--- config.mk ---
export PLATFORM = sky130hd
export DESIGN_NAME = regfile_scoreboard
export DESIGN_NICKNAME = d
export VERILOG_FILES = /design/src/rtl/regfile_scoreboard.sv
export SDC_FILE = /design/constraint.sdc
export NUM_CORES = 2
export LEC_CHECK = 0
export CELL_PAD_IN_SITES_DETAIL_PLACEMENT = 0
export CELL_PAD_IN_SITES_GLOBAL_PLACEMENT = 1
export CORE_ASPECT_RATIO = 0.6
export CORE_MARGIN = 2
export CORE_UTILIZATION = 35
export CTS_CLUSTER_SIZE = 24
export DETAILED_ROUTE_END_ITERATION = 6
export PLACE_DENSITY = 0.68
export SYNTH_ARGS = -nofsm -noshare
export SYNTH_HDL_FRONTEND = slang
export SYNTH_SLANG_ARGS = --single-unit
export TNS_END_PERCENT = 50
--- constraint.sdc ---
create_clock -name clk -period 37.9 [get_ports clk]
set_input_delay 7.58 -clock clk [delete_from_list [all_inputs] [get_ports clk]]
set_output_delay 7.58 -clock clk [all_outputs]
set_load 0.01 [all_outputs]
--- src/rtl/regfile_scoreboard.sv ---
// Dual-write register file with per-register busy bits for outstanding loads; reads and busy are combinational with same-cycle write bypass.
// Writes/reserves take effect at the clock edge; there is no backpressure (all ports are always accepted).
module regfile_scoreboard #(
  parameter int BIT_WIDTH  = 32,
  parameter int ADDR_WIDTH = 5,
  parameter int ZERO_REG   = 1
) (
  input  logic                  clk,
  input  logic                  rst,
  input  logic                  wrEn0,
  input  logic [ADDR_WIDTH-1:0] wrAddr0,
  input  logic [BIT_WIDTH-1:0]  wrData0,
  input  logic                  wrEn1,
  input  logic [ADDR_WIDTH-1:0] wrAddr1,
  input  logic [BIT_WIDTH-1:0]  wrData1,
  input  logic [ADDR_WIDTH-1:0] readAddr1,
  input  logic [ADDR_WIDTH-1:0] readAddr2,
  output logic [BIT_WIDTH-1:0]  readData1,
  output logic [BIT_WIDTH-1:0]  readData2,
  input  logic                  reserveEn,
  input  logic [ADDR_WIDTH-1:0] reserveAddr,
  output logic                  busy1,
  output logic                  busy2,
  output logic                  busyAny
);

  localparam int DEPTH = 2 ** ADDR_WIDTH;

  logic [BIT_WIDTH-1:0] r_regs [DEPTH];
  logic [DEPTH-1:0]     r_busy;

  logic w_we0, w_we1, w_rsv, w_zero1, w_zero2;

  // Register 0 is immune to writes and reservations when hardwired.
  assign w_we0   = wrEn0 && !(ZERO_REG != 0 && wrAddr0 == '0);
  assign w_we1   = wrEn1 && !(ZERO_REG != 0 && wrAddr1 == '0);
  assign w_rsv   = reserveEn && !(ZERO_REG != 0 && reserveAddr == '0);
  assign w_zero1 = (ZERO_REG != 0) && (readAddr1 == '0);
  assign w_zero2 = (ZERO_REG != 0) && (readAddr2 == '0);

  always_ff @(posedge clk or posedge rst) begin
    if (rst) begin
      for (int i = 0; i < DEPTH; i++) r_regs[i] <= '0;
      r_busy <= '0;
    end else begin
      if (w_we0) r_regs[wrAddr0] <= wrData0;
      if (w_we1) r_regs[wrAddr1] <= wrData1;
      if (w_we1) r_busy[wrAddr1] <= 1'b0;
      // Set after clear so a fresh reservation beats a returning load.
      if (w_rsv) r_busy[reserveAddr] <= 1'b1;
    end
  end

  always_comb begin
    readData1 = r_regs[readAddr1];
    if (w_zero1)                              readData1 = '0;
    else if (wrEn1 && wrAddr1 == readAddr1)   readData1 = wrData1;
    else if (wrEn0 && wrAddr0 == readAddr1)   readData1 = wrData0;
  end

  always_comb begin
    readData2 = r_regs[readAddr2];
    if (w_zero2)                              readData2 = '0;
    else if (wrEn1 && wrAddr1 == readAddr2)   readData2 = wrData1;
    else if (wrEn0 && wrAddr0 == readAddr2)   readData2 = wrData0;
  end

  assign busy1   = r_busy[readAddr1] && !(wrEn1 && wrAddr1 == readAddr1);
  assign busy2   = r_busy[readAddr2] && !(wrEn1 && wrAddr1 == readAddr2);
  assign busyAny = |r_busy;

endmodule

# [After elaboration in Yosys (flattened, before gate mapping)]
# Cells that the tools add are included.
[word_totals] regBits=1056 in_bits=94 output_inout_bits=67 wordCells=110
[op_classes] magnitude_cmp=12 eq_ne=4 mux=30 bitwise_logic=7 n_reduce_logical=24
[ops] operator="$bwmux W1024" n=2
[ops] operator="$mux W1024" n=2
[ops] operator="$mux W32" n=14
[ops] operator="$bmux W32 S5" n=2
[ops] operator="$demux W32 S5" n=2
[ops] operator="$and A32 B32 Y32" n=1
[ops] operator="$not A32 Y32" n=1
[ops] operator="$or A32 B32 Y32" n=1
[ops] operator="$reduce_or A32 Y1" n=1
[ops] operator="$logic_not A5 Y1" n=5
[ops] operator="$ge A6 B6 Y1 const B" n=4
[ops] operator="$lt A5 B6 Y1 const B" n=4
[ops] operator="$not A5 Y6" n=4
[ops] operator="$eq A5 B5 Y1" n=4
[ops] operator="$logic_and A1 B1 Y1" n=13
[ops] operator="$lt A6 B1 Y1 const B" n=2
[ops] operator="$bmux W1 S5" n=2
[ops] operator="$demux W1 S5" n=2
[ops] operator="$ge A5 B1 Y1 const B" n=2
[ops] operator="$logic_not A1 Y1" n=5
[ops] operator="$mux W1" n=4

# [Longest topological paths before layout]
[logic_depth] ltp_word=9 depth_mapped=9 depth_no_buf=5

# [Worst setup path after synthesis]
# Ideal clock, no wire load.
[synth_timing] kind="input to output" from="input readAddr2[0]" to="output readData2[0]" t_arrival_ps=9281 t_required_ps=30320 slack_ps=21039 path_stages=7 n_path_buf=4 path_cell_list="buf_4 > buf_6 > buf_6 > buf_2 > mux4_2 > a221oi_1 > o32ai_1"
[synth_via] elab_chain_cells=7 word_cells_on_any_way=12
[synth_rtl] item="start: declaration" line_no="17" text="input logic [ADDR_WIDTH-1:0] readAddr2,"
[synth_rtl] item="$not A5 Y6 (not written as such)" line_no="62" text="readData2 = r_regs[readAddr2];"
[synth_rtl] item="$bmux W32 S5" line_no="62"
[synth_rtl] item="$mux W32 (not written as such) (2 in a row)" line_no="62"
[synth_rtl] item="$mux W32" line_no="65" text="else if (wrEn0 && wrAddr0 == readAddr2) readData2 = wrData0;"
[synth_rtl] item="$mux W32" line_no="64" text="else if (wrEn1 && wrAddr1 == readAddr2) readData2 = wrData1;"
[synth_rtl] item="$mux W32 (*)" line_no="63" text="if (w_zero2) readData2 = '0;"
[synth_rtl] item="end: declaration" line_no="19" text="output logic [BIT_WIDTH-1:0] readData2,"
# Every way passes the cells marked *; elsewhere a longest branch is shown, timed or not. The select of a mux whose other input is x is not followed.

# [Worst setup path in the final report]
[layout_timing] from="input readAddr2[2]" to="output readData2[24]"
# The elaborated chain is that of the path after synthesis.

==> impl_metrics.tcl <==
set metrics [dict create \
    status "finished, violations left" \
    violations "DRC, capacitance limit, slew limit" \
    busiest_layer "met1" \
    critPathMaxFanout 60 \
    drt_first_pass_iters 7 \
    ant_nets 0 \
    ctsLongestPathBuffers 3 \
    dieArea_mm2 0.196 \
    num_io_pins 161 \
    clock_sinks 1056 \
    root_buffer "clkbuf_16" \
    drt-total-wl_mm 320 \
    dp.cells 8630 \
    drtIter0Drc 9634 \
    worst-setup-path-type "in -> out" \
    clk_latency_ns 0.78 \
    period_needed_ns 20.61 \
    hold_viol 0 \
    syn_inst 6633 \
    p_per_area_mw_per_mm2 53.5 \
    postSynth.asyncResetShare 1.00 \
    htreeDepth 3 \
    nNetsFinal 6322 \
    cts_tree "yes" \
    synth_top_area_cell "dfrtp_1" \
    yosysTopAreaCellShare 0.392 \
    syn_nets 6727 \
    post_cts_buffers 0 \
    synth-edff-count 0 \
    cap_violations 1 \
    synth_common_cells "1143 x mux2i_1, 1056 x dfrtp_1, 704 x a21oi_1, 679 x nor2_1, 579 x clkbuf_1" \
    crit_chain "buf_6, buf_4, buf_4, xnor2_1, nand4_1, nor3_2, buf_4, or3_2, o32ai_1, clkdlybuf4s50_1" \
    area_delta_synth_final_pct 10.2 \
    num_vias 58600 \
    grt_pass1_vias 54800 \
    drive_gt1_frac 0.150 \
    cts-hold-fix-buffers 0 \
    core_area_mm2 0.191 \
    via_per_inst 6.61 \
    setup_viol 0 \
    yosysUniqueCellTypes 63 \
    yosysMostFrequentCell "mux2i_1" \
    postLayoutCoreUtil 0.389 \
    setup.worst_path.end_class "primary output" \
    hold_path.class "reg -> reg" \
    critical_path_arrival_ns 13.03 \
    synth_area_mm2 0.0674 \
    setup_tns_ns 0 \
    worst_path_most_repeated_cell "buf_4" \
    leakage_nw 31.3 \
    whs_ns 0.398 \
    fmax_ghz 0.0485 \
    cts_resized 0 \
    gr-usage-met1 0.449 \
    grt_usage 0.319 \
    total_power_mw 3.97 \
    use_met3 0.136 \
    rows 124 \
    numCtsBuffers 116 \
    fin_cells 8852 \
    slowest_stage "o32ai_1" \
    worst_pin_slew_ns 1.52 \
    use_met2 0.426 \
    max_stage_delay_ns 1.13 \
    slew-limit-headroom -0.0140 \
    wl_per_cell_um 36.1 \
    start_util 0.353 \
    ys_warn_count 0 \
    path_clk_slew_ns 0.06 \
    cp.required_ns 30.32 \
    place.port_buffers 160 \
    ir_worst_vdd_mv 0.0402 \
    die_x_um 570 \
    synth-seq-cells 1056 \
    place_congestion 0.909 \
    synth_ff_type "dfrtp_1" \
    start_kind "input pin" \
    grt.overflow.total 0 \
    ys_seq_area_frac 0.392 \
    hpwl_mm 185 \
    grt_max_degree 146 \
    finalCritPeriodShare 0.544 \
    drc 10 \
    avgSynthCellArea_um2 10.2 \
    synth_area_leaders "dfrtp_1 39%, mux2i_1 17%, mux4_2 11%, a21oi_1 5.2%, nor2_1 3.8%" \
    die_y_um 344 \
    grt_pass1_wl_mm 446 \
    antenna_found_initial 10 \
    rsz0062_at_grt "false" \
    skew_ns 0 \
    final_max_slew_viol_count 25 \
]
[metrics by stage]
step / instance area (um^2) / setup slack (ns)
4_1_cts: 74200 / 17.42
3_5_place_dp: 70100 / 17.43
2_1_floorplan: 67400 / 0.596
5_1_grt: 74200 / 17.40
3_3_place_gp: 70100 / 17.41
6_report: 74200 / 17.29
[path summary, 6_finish.rpt]
check,start,end,slack (ns),cells past startpoint
hold / removal,r_regs[1017],r_regs[1017],0.40,0
setup / recovery,readAddr2[2],readData2[24],17.29,10
min in group asynchronous,rst,r_regs[55],7.33,2
max in group asynchronous,rst,r_regs[985],25.77,7
hold reg to reg,r_regs[1017],r_regs[1017],0.40,0
setup reg to reg,r_regs[329],r_regs[329],37.01,2
[registers in the layout (all words and copies together), names as in the netlist]
| register | count |
|---|---|
| r_regs | 1024 |
| r_busy | 32 |
[worst max-delay path: cells and delay by family]
family | cells | cell delay (ns)
compound gates | 1 | 1.13
simple gates | 3 | 1.27
xor+xnor | 1 | 0.16
buf+inv | 5 | 2.71
[cell usage in the layout (no fill, tap or decap), types with 18 or more instances in the layout]
cell             count
mux4_2             344
inv_1               40
nor2b_1             35
clkbuf_16          119
mux2i_1           1143
o21ai_1             32
clkdlybuf4s50_1    146
clkinv_2            25
o21ai_0            349
mux2_2              98
nor3_1              65
a211oi_1            62
clkbuf_1            21
a32oi_1            197
nor2_4              24
buf_4              202
clkbuf_8            31
o32ai_1             64
nor2_1             658
nand2_4             22
a221oi_1            31
a211o_1             62
xnor2_1             18
o221ai_1            62
dfrtp_1           1056
a2111oi_1           22
o22ai_1             64
a22o_1              33
a21oi_1            704
a31oi_1             64
nand2_1            383
[cell families after synthesis]
family | share of synthesized area
AOI/OAI and AO/OA | 0.163
muxes | 0.301
buffers and inverters | 0.0619
and+or+nand+nor | 0.0792
DFF | 0.392
xor gates and xnor gates | 0.00260
[routing by layer]
layer | wire length (um) | vias to the layer above
met2 | 124000 | 4541
met5 | 80 | -
met1 | 132000 | 29400
li1 | - | 23800
met4 | 15200 | 14
met3 | 47600 | 818
[report_power, final]
group          total, mW  switching [mW]  internal (mW)
logic               1.04           0.525          0.510
registers           1.69           0.273           1.42
clock network       1.25           0.532          0.715
total               3.97            1.33           2.64
[final cells by class]
type                            count  area [um^2]
Fill cell                       18400       117000
Inverter                           41          161
Clock inverter                     49          608
Clock buffer                      170         3470
Sequential cell                  1056        26400
Timing Repair Buffer              361         3150
Multi-Input combinational cell   4652        37300
Tap cell                         2520         3150
Antenna cell                        3         7.51
Note: power is estimated with default switching activity, not from simulation.
